**src/rtl/long_divider_top.sv**
```systemverilog
`default_nettype none
// +--------------------------------------------------------------------------+
// | long_divider_top: iterative restoring divider, 2N/N -> 2N quotient,      |
// | N remainder. Optional err_o under LONG_DIVIDER_ERR_EN. Revision: 1.0     |
// +--------------------------------------------------------------------------+
module long_divider_top #(
  parameter int DATA_LENGTH    = 64,
  parameter int BITS_PER_CYCLE = 1
) (
  input  logic                     clk_i,
  input  logic                     rst_ni,
  input  logic                     start_i,
  output logic                     busy_o,
  output logic                     finish_o,
`ifdef LONG_DIVIDER_ERR_EN
  output logic                     err_o,
`endif
  input  logic [2*DATA_LENGTH-1:0] indata_n_i,
  input  logic [DATA_LENGTH-1:0]   indata_d_i,
  output logic [2*DATA_LENGTH-1:0] outdata_q_o,
  output logic [DATA_LENGTH-1:0]   outdata_r_o
);

  localparam int c_nw    = 2 * DATA_LENGTH;
  localparam int c_iters = c_nw / BITS_PER_CYCLE;
  localparam int c_cw    = $clog2(c_iters + 1);

  typedef enum logic [1:0] {
    S_IDLE    = 2'd0,
    S_COMPUTE = 2'd1,
    S_FINISH  = 2'd2
  } state_t;

  state_t                 r_state;
  state_t                 w_state_nxt;
  logic [DATA_LENGTH:0]   r_rem;
  logic [c_nw-1:0]        r_quo;
  logic [DATA_LENGTH-1:0] r_div;
  logic [c_cw-1:0]        r_cnt;
  logic [c_nw-1:0]        r_q_out;
  logic [DATA_LENGTH-1:0] r_r_out;
  logic [DATA_LENGTH:0]   w_rem_nxt;
  logic [c_nw-1:0]        w_quo_nxt;
  logic                   w_div_zero;
  logic                   w_last;

  assign w_div_zero  = (indata_d_i == '0);
  assign w_last      = (r_cnt == c_cw'(1));
  assign outdata_q_o = r_q_out;
  assign outdata_r_o = r_r_out;

  // One compute cycle: BITS_PER_CYCLE restoring steps chained MSB first.
  always_comb begin : p_steps
    logic [DATA_LENGTH:0]   w_rem_t;
    logic [c_nw-1:0]        w_quo_t;
    logic [DATA_LENGTH+1:0] w_shift;
    logic [DATA_LENGTH:0]   w_diff;
    logic                   w_ge;
    w_rem_t = r_rem;
    w_quo_t = r_quo;
    w_shift = '0;
    w_diff  = '0;
    w_ge    = 1'b0;
    for (int i = 0; i < BITS_PER_CYCLE; i++) begin
      w_shift = {w_rem_t, w_quo_t[c_nw-1]};
      w_ge    = (w_shift >= {2'b00, r_div});
      w_diff  = w_shift[DATA_LENGTH:0] - {1'b0, r_div};
      w_quo_t = {w_quo_t[c_nw-2:0], w_ge};
      w_rem_t = w_ge ? w_diff : w_shift[DATA_LENGTH:0];
    end
    w_rem_nxt = w_rem_t;
    w_quo_nxt = w_quo_t;
  end

  always_ff @(posedge clk_i) begin
    if (!rst_ni) begin
      r_state <= S_IDLE;
    end else begin
      r_state <= w_state_nxt;
    end
  end

  always_comb begin
    w_state_nxt = r_state;
    busy_o      = 1'b0;
    finish_o    = 1'b0;
    unique case (r_state)
      S_IDLE: begin
        if (start_i) begin
          w_state_nxt = w_div_zero ? S_FINISH : S_COMPUTE;
        end
      end
      S_COMPUTE: begin
        busy_o = 1'b1;
        if (w_last) begin
          w_state_nxt = S_FINISH;
        end
      end
      S_FINISH: begin
        finish_o    = 1'b1;
        w_state_nxt = S_IDLE;
      end
      default: w_state_nxt = S_IDLE;
    endcase
  end

  always_ff @(posedge clk_i) begin
    if (!rst_ni) begin
      r_rem   <= '0;
      r_quo   <= '0;
      r_div   <= '0;
      r_cnt   <= '0;
      r_q_out <= '0;
      r_r_out <= '0;
    end else begin
      unique case (r_state)
        S_IDLE: begin
          if (start_i) begin
            r_quo <= indata_n_i;
            r_div <= indata_d_i;
            r_rem <= '0;
            r_cnt <= c_cw'(c_iters);
            if (w_div_zero) begin
              r_q_out <= '1;
              r_r_out <= indata_n_i[DATA_LENGTH-1:0];
            end
          end
        end
        S_COMPUTE: begin
          r_quo <= w_quo_nxt;
          r_rem <= w_rem_nxt;
          r_cnt <= r_cnt - c_cw'(1);
          if (w_last) begin
            r_q_out <= w_quo_nxt;
            r_r_out <= w_rem_nxt[DATA_LENGTH-1:0];
          end
        end
        default: ;
      endcase
    end
  end

`ifdef LONG_DIVIDER_ERR_EN
  logic r_err;

  // Flag follows the divisor of the most recently accepted operation.
  always_ff @(posedge clk_i) begin
    if (!rst_ni) begin
      r_err <= 1'b0;
    end else if (r_state == S_IDLE && start_i) begin
      r_err <= w_div_zero;
    end
  end

  assign err_o = r_err;
`endif

endmodule
`default_nettype wire
```
**config.mk**
```make
export PLATFORM = sky130hd
export DESIGN_NAME = long_divider_top
export DESIGN_NICKNAME = d
export VERILOG_FILES = /design/src/rtl/long_divider_top.sv
export SDC_FILE = /design/constraint.sdc
export NUM_CORES = 1
export LEC_CHECK = 0
export ABC_AREA = 0
export BUFFER_PORTS_ARGS = -buffer_cell sky130_fd_sc_hd__clkbuf_2
export CAP_MARGIN = 20
export CORE_MARGIN = 1
export CORE_UTILIZATION = 40
export DETAILED_ROUTE_END_ITERATION = 16
export PLACE_DENSITY = 0.6
export SYNTH_ARGS = -nofsm -noshare
export SYNTH_HDL_FRONTEND = slang
export SYNTH_SLANG_ARGS = --single-unit
```
**constraint.sdc**
```tcl
create_clock -name clk_i -period 5.7 [get_ports clk_i]
set_input_delay 0.285 -clock clk_i [delete_from_list [all_inputs] [get_ports clk_i]]
set_output_delay 0.285 -clock clk_i [all_outputs]
set_load 0.005 [all_outputs]
```
After elaboration in Yosys (flattened, before gate mapping)
Index checks and enable logic that the tools add are counted.
- add/subtract/negate cells: 2
- divide/modulo/power cells: 0
- equal/unequal tests: 6
- reductions and logical operators: 7
- mux-type cells: 21
- multiply operators: 0
- shifts and indexed selects: 0
- bitwise logic cells: 0
- $lt $le $gt $ge: 1
- operator list (cell ; number):
    $mux W128 ; 4
    $pmux W128 S2 ; 2
    $mux W64 ; 3
    $mux W65 ; 2
    $pmux W65 S2 ; 1
    $pmux W64 S2 ; 1
    $ge A66 B64 Y1 ; 1
    $sub A65 B64 Y65 ; 1
    $logic_not A64 Y1 ; 1
    $pmux W8 S2 ; 1
    $eq A8 B1 Y1 const B ; 1
    $mux W8 ; 1
    $sub A8 B1 Y8 const B ; 1
    $mux W2 ; 3
    $ne A2 B2 Y1 const B ; 3
    $reduce_and A2 Y1 ; 3
    $pmux W2 S2 ; 1
    $reduce_and A4 Y1 ; 1
    $eq A2 B1 Y1 const B ; 1
    $eq A2 B2 Y1 const B ; 1
    $logic_not A2 Y1 ; 1
    $mux W1 ; 2
    $reduce_bool A2 Y1 ; 1
- register bits after elaboration: 459
- memories kept: 0
- bits in read-only memories: 0
- memory bits (writable): 0
- bits in latches: 0

Longest topological paths before layout
- depth in word-level cells: 4
- gate-level depth with buffers: 17

Least setup slack after synthesis
No wires, ideal clock.
- path kind: register to register
- from: register r_quo[127]
- to: register r_r_out[24] (netlist: outdata_r_o[24])
- cell stages (with the launch flop): 17
- path buffers: 2
- arrival: 3054 ps
- setup time: 132 ps
- clock period less this slack: 3186 ps
- slack: 2514 ps
- cells stage by stage: dfxtp_1 > inv_1 > ha_1 > inv_1 > fa_1 > a21o_1 > a221o_1 > nand3_2 > and4_4 > o21ai_2 > a221oi_4 > o21ai_2 > buf_6 > buf_8 > mux2_4 > o21ai_2 > a21oi_1
- longest elaborated chain between the ends: 4
- elaborated cells on any way between the ends: 5
- classes of those cells: add/sub (1); order compare (1); mux (3)
- RTL lines (item ; line ; source):
    start: declaration ; 37 ; logic [c_nw-1:0] r_quo;
    start signal: assignment ; 119 ; r_quo <= indata_n_i;
    start signal: assignment ; 130 ; r_quo <= w_quo_nxt;
    $sub A65 B64 Y65 or $ge A66 B64 Y1 (tied branches) ; 67, 66 ;
    $mux W65 (*) ; 69 ; w_rem_t = w_ge ? w_diff : w_shift[DATA_LENGTH:0];
    $mux W64 (*) ; 133 ; if (w_last) begin
    $pmux W64 S2 (*) ; 116 ; unique case (r_state)
    end signal: assignment ; 125 ; r_r_out <= indata_n_i[DATA_LENGTH-1:0];
    end signal: assignment ; 135 ; r_r_out <= w_rem_nxt[DATA_LENGTH-1:0];
    end: declaration ; 41 ; logic [DATA_LENGTH-1:0] r_r_out;
Every way passes the cells marked *; elsewhere a longest branch is shown, timed or not. The select of a mux whose other input is x is not followed.
A chain may end at the register's enable or synchronous reset.

Final worst setup path
- from: input port indata_d_i[63]
- to: register r_r_out[4] (netlist: outdata_r_o[4])
- longest elaborated chain between the ends: 3
- RTL lines (item ; line ; source):
    start: declaration ; 19 ; input logic [DATA_LENGTH-1:0] indata_d_i,
    $logic_not A64 Y1 ; 47 ; assign w_div_zero = (indata_d_i == '0);
    $ne A2 B2 Y1 (no source line) ; - ;
    $reduce_and A4 Y1 (no source line) ; - ;
No other way between the ends.

==> run_results.csv <==
group,metric,value,unit
clocking,root_buffer,"clkbuf_16",
clocking,clk_path_buf_depth,3,
clocking,ctsResizeCount,0,
grt,grt_max_degree,262,
yosys,ys_warn_count,0,
clocking,cts_tree,"done",
critical_path,arrival,4630,ps
route,wl_per_cell,20.0,um
timing,finalHoldViolations,0,
grt,overflow,0,
timing,slew_headroom,29.6,%
yosys,syn_area_per_cell,7.70,um^2
clocking,htreeDepth,2,
route,detail-route-antenna-nets,0,
timing,post-route-period-util,72.2,%
grt,grt_usage,27.2,%
placement,gp_congestion,0.976,
clocking,cts_buffers,49,
timing,report.final.slew_viol_count,0,
floorplan,io_pins,389,
critical_path,crit_path_start_kind,"input pin",
timing,max_freq,243,MHz
critical_path,ff2ff_path_depth,14,
clocking,clkLatencyLatePin,600,ps
power_and_ir_drop,power_density,668,nW/um^2
critical_path,crit_type,"input pin to flop",
placement,portBuffers,388,
power_and_ir_drop,p_comb_share,60.1,%
timing,rsz0062_at_grt,"false",
critical_path,cp_cell_sequence,"dlygate4sd3_1, clkbuf_2, nor4_1, nand4_1, nor4_1, buf_4, nand3b_1, a21oi_4, buf_4, o211ai_1, a21oi_1, a31o_1",
critical_path,rr_endpoint,"outdata_r_o[44]",
critical_path,cp-startpoint,"indata_d_i[63]",
timing,finalSetupViolCount,0,
yosys,synth_nets,3176,
power_and_ir_drop,p_total,0.0186,W
layout,final_nets,3550,
route,drc,0,
placement,post-place-ws,1460,ps
placement,place_inst,3839,
min_path,whs_endpoint,"r_quo[49]",
layout,multi_input_area,12000,um^2
power_and_ir_drop,p_seq_share,22.0,%
yosys,syn_inst,2914,
floorplan,design.core.area,55300,um^2
power_and_ir_drop,vdd_drop_max,1370,uV
layout,seq_area,9190,um^2
power_and_ir_drop,swShare,48.7,%
power_and_ir_drop,p_int,0.00953,W
yosys,ys_seq_area_share,40.9,%
floorplan,row_count,86,
layout,finalNonFillerCells,4073,
power_and_ir_drop,p_leak,11.2,nW
route,routed_via_density,5.61,
critical_path,r2r_slack,1670,ps
route,vias,22900,
min_path,hold_start,"indata_n_i[49]",
critical_path,critPathCaptureType,"flop",
layout,drive_gt1_share,15.6,%
job,drv_cap,0,
grt,grt_pass1_wl,122000,um
grt,grt_pass1_vias,20400,
run_status,status,"finished clean",
clocking,clock-sinks,459,
power_and_ir_drop,p_switching,0.00903,W
yosys,yosys_register_bits,459,
timing,setup-tns-final,0,ps
route,routed_wl,81300,um
critical_path,r2r_start,"r_quo[127]",
floorplan,chipWidth,239,um
yosys,synth_edf_count,0,
min_path,hold_path_class,"input pin to flop",
power_and_ir_drop,power_frac_clock,18.0,%
floorplan,die_h,239,um
floorplan,dieArea,57100,um^2
yosys,synthFlopType,"dfxtp_1",
layout,fillers,5468,
floorplan,start_util,40.6,%
critical_path,crit_path_max_incr_delay,740,ps
route,drt_pass1_iterations,8,
timing,period_minus_slack,4120,ps
min_path,hold_depth,3,
timing,holdWs,25.2,ps
critical_path,slowest_stage,"nor4_1",
clocking,clk_pin_slew,60,ps
timing,finalWorstSetupSlack,1580,ps
yosys,synth.distinct_cells,85,
route,drt_iter0_drc,2192,
timing,finClkSkew,34.5,ps
yosys,synth_area,22400,um^2
grt,antenna_found_initial,2,
yosys,synthArstFlopShare,0,%
layout,syn_to_final_growth,23.7,%
timing,tightest_slew,1060,ps
critical_path,worstPathMaxFanout,76,
critical_path,worstPathRequired,6220,ps
placement,dpl.hpwl,57900,um
-- cell type report --
type	instances	area share, %
inverters	85	1.18
multi-input cells	2138	43.3
flip-flops and latches	459	33.1
repair buffers	555	13.0
diodes	1	0.00901
well taps	748	3.37
clock inverters	15	0.838
clock buffers	72	5.20
-- power groups by stage --
stage	Combinational, W	Clock [W]	Sequential, W
after global placement	0.0107	0	0.00411
after floorplan	0.00791	0	0.00390
final	0.0111	0.00333	0.00408
after CTS	0.0108	0.00340	0.00405
after detailed placement	0.0107	0	0.00412
after global routing	0.0120	0.00352	0.00411
-- layer usage --
metal	vias up	GRT usage, %	routed length [um]	part of all wire, %
met5	-	0	0	0
met2	837	37.5	33100	41
met1	10900	43.1	40500	50
met3	115	3.88	5790	7.1
li1	11100	-	-	-
met4	0	7.05	1950	2.4
-- kinds of logic after synthesis --
kind of cell / synth area share [%]
flip-flops: 40.9
AO/OA/AOI/OAI: 27.1
AND/OR/NAND/NOR: 18.0
multiplexers: 2.13
buffers and inverters: 5.69
adder cells (fa/ha/maj): 3.77
XOR/XNOR: 2.42
-- registers in the layout, indices dropped and copies added (netlist names) --
register	cells
outdata_q_o	128
r_cnt	8
r_rem	65
r_div	64
r_quo	128
r_state	2
outdata_r_o	64
-- worst max path at each step --
stage	slack (ps)	to	cells after the start
final	1580	outdata_r_o[4]	12
after floorplan	2510	outdata_r_o[24]	16
after CTS	1490	outdata_r_o[4]	12
after detailed placement	1460	outdata_r_o[4]	11
after global routing	1350	outdata_r_o[4]	12
after global placement	1460	outdata_r_o[4]	11
-- cell usage after synthesis (21+ instances only) --
library cell	count	area share, %
xor2_1	28	1.1
inv_1	85	1.4
dfxtp_1	459	41
a21oi_1	345	7.7
clkbuf_1	194	3.2
a31oi_1	78	2.2
o211ai_1	30	1.0
ha_1	66	3.7
o221ai_1	65	2.5
nand4_1	23	0.64
nor4_1	31	0.86
xnor2_1	34	1.3
o21ai_0	292	6.5
nor2_1	261	4.4
nand2_1	535	8.9
o2bb2a_1	21	0.94
mux2i_1	44	2.0
-- metrics by stage --
step,util [%],area [um^2]
3_3_place_gp,44.5,24600
2_1_floorplan,-,22400
3_5_place_dp,44.5,24600
5_1_grt,50.2,27800
4_1_cts,50.2,27800
6_report,50.2,27800
-- critical path: cells and delay by family --
family	cells	cell delay, ps
AND/OR/NAND/NOR	4	1450
AO/OA/AOI/OAI	4	1260
buffers and inverters	4	1550
-- timing repair --
action,CTS,global route
hold buffers,146,0
endpoints found under the hold margin,146,0
setup buffers,0,0
-- cell usage in the layout, fill, tap and decap left out, drive strengths merged, types with 9 or more instances in the layout --
cell and count:
mux2i 44, o211ai 30, a31o 20, nor3 20, nor2 262, buf 22, dlygate4sd3 146, o221ai 65
xor2 28, nand4 23, o2bb2a 21, a21o 19, o21ai 307, inv 85, nand2 536, dfxtp 459
xnor2 34, ha 66, clkbuf 459, a211oi 18, a21oi 346, nor4 31, o21bai 12, a31oi 78
o21a 11, and4 9, a211o 14, nand3 21, or3 19, clkinv 9
(Power assumes the default switching activity.)
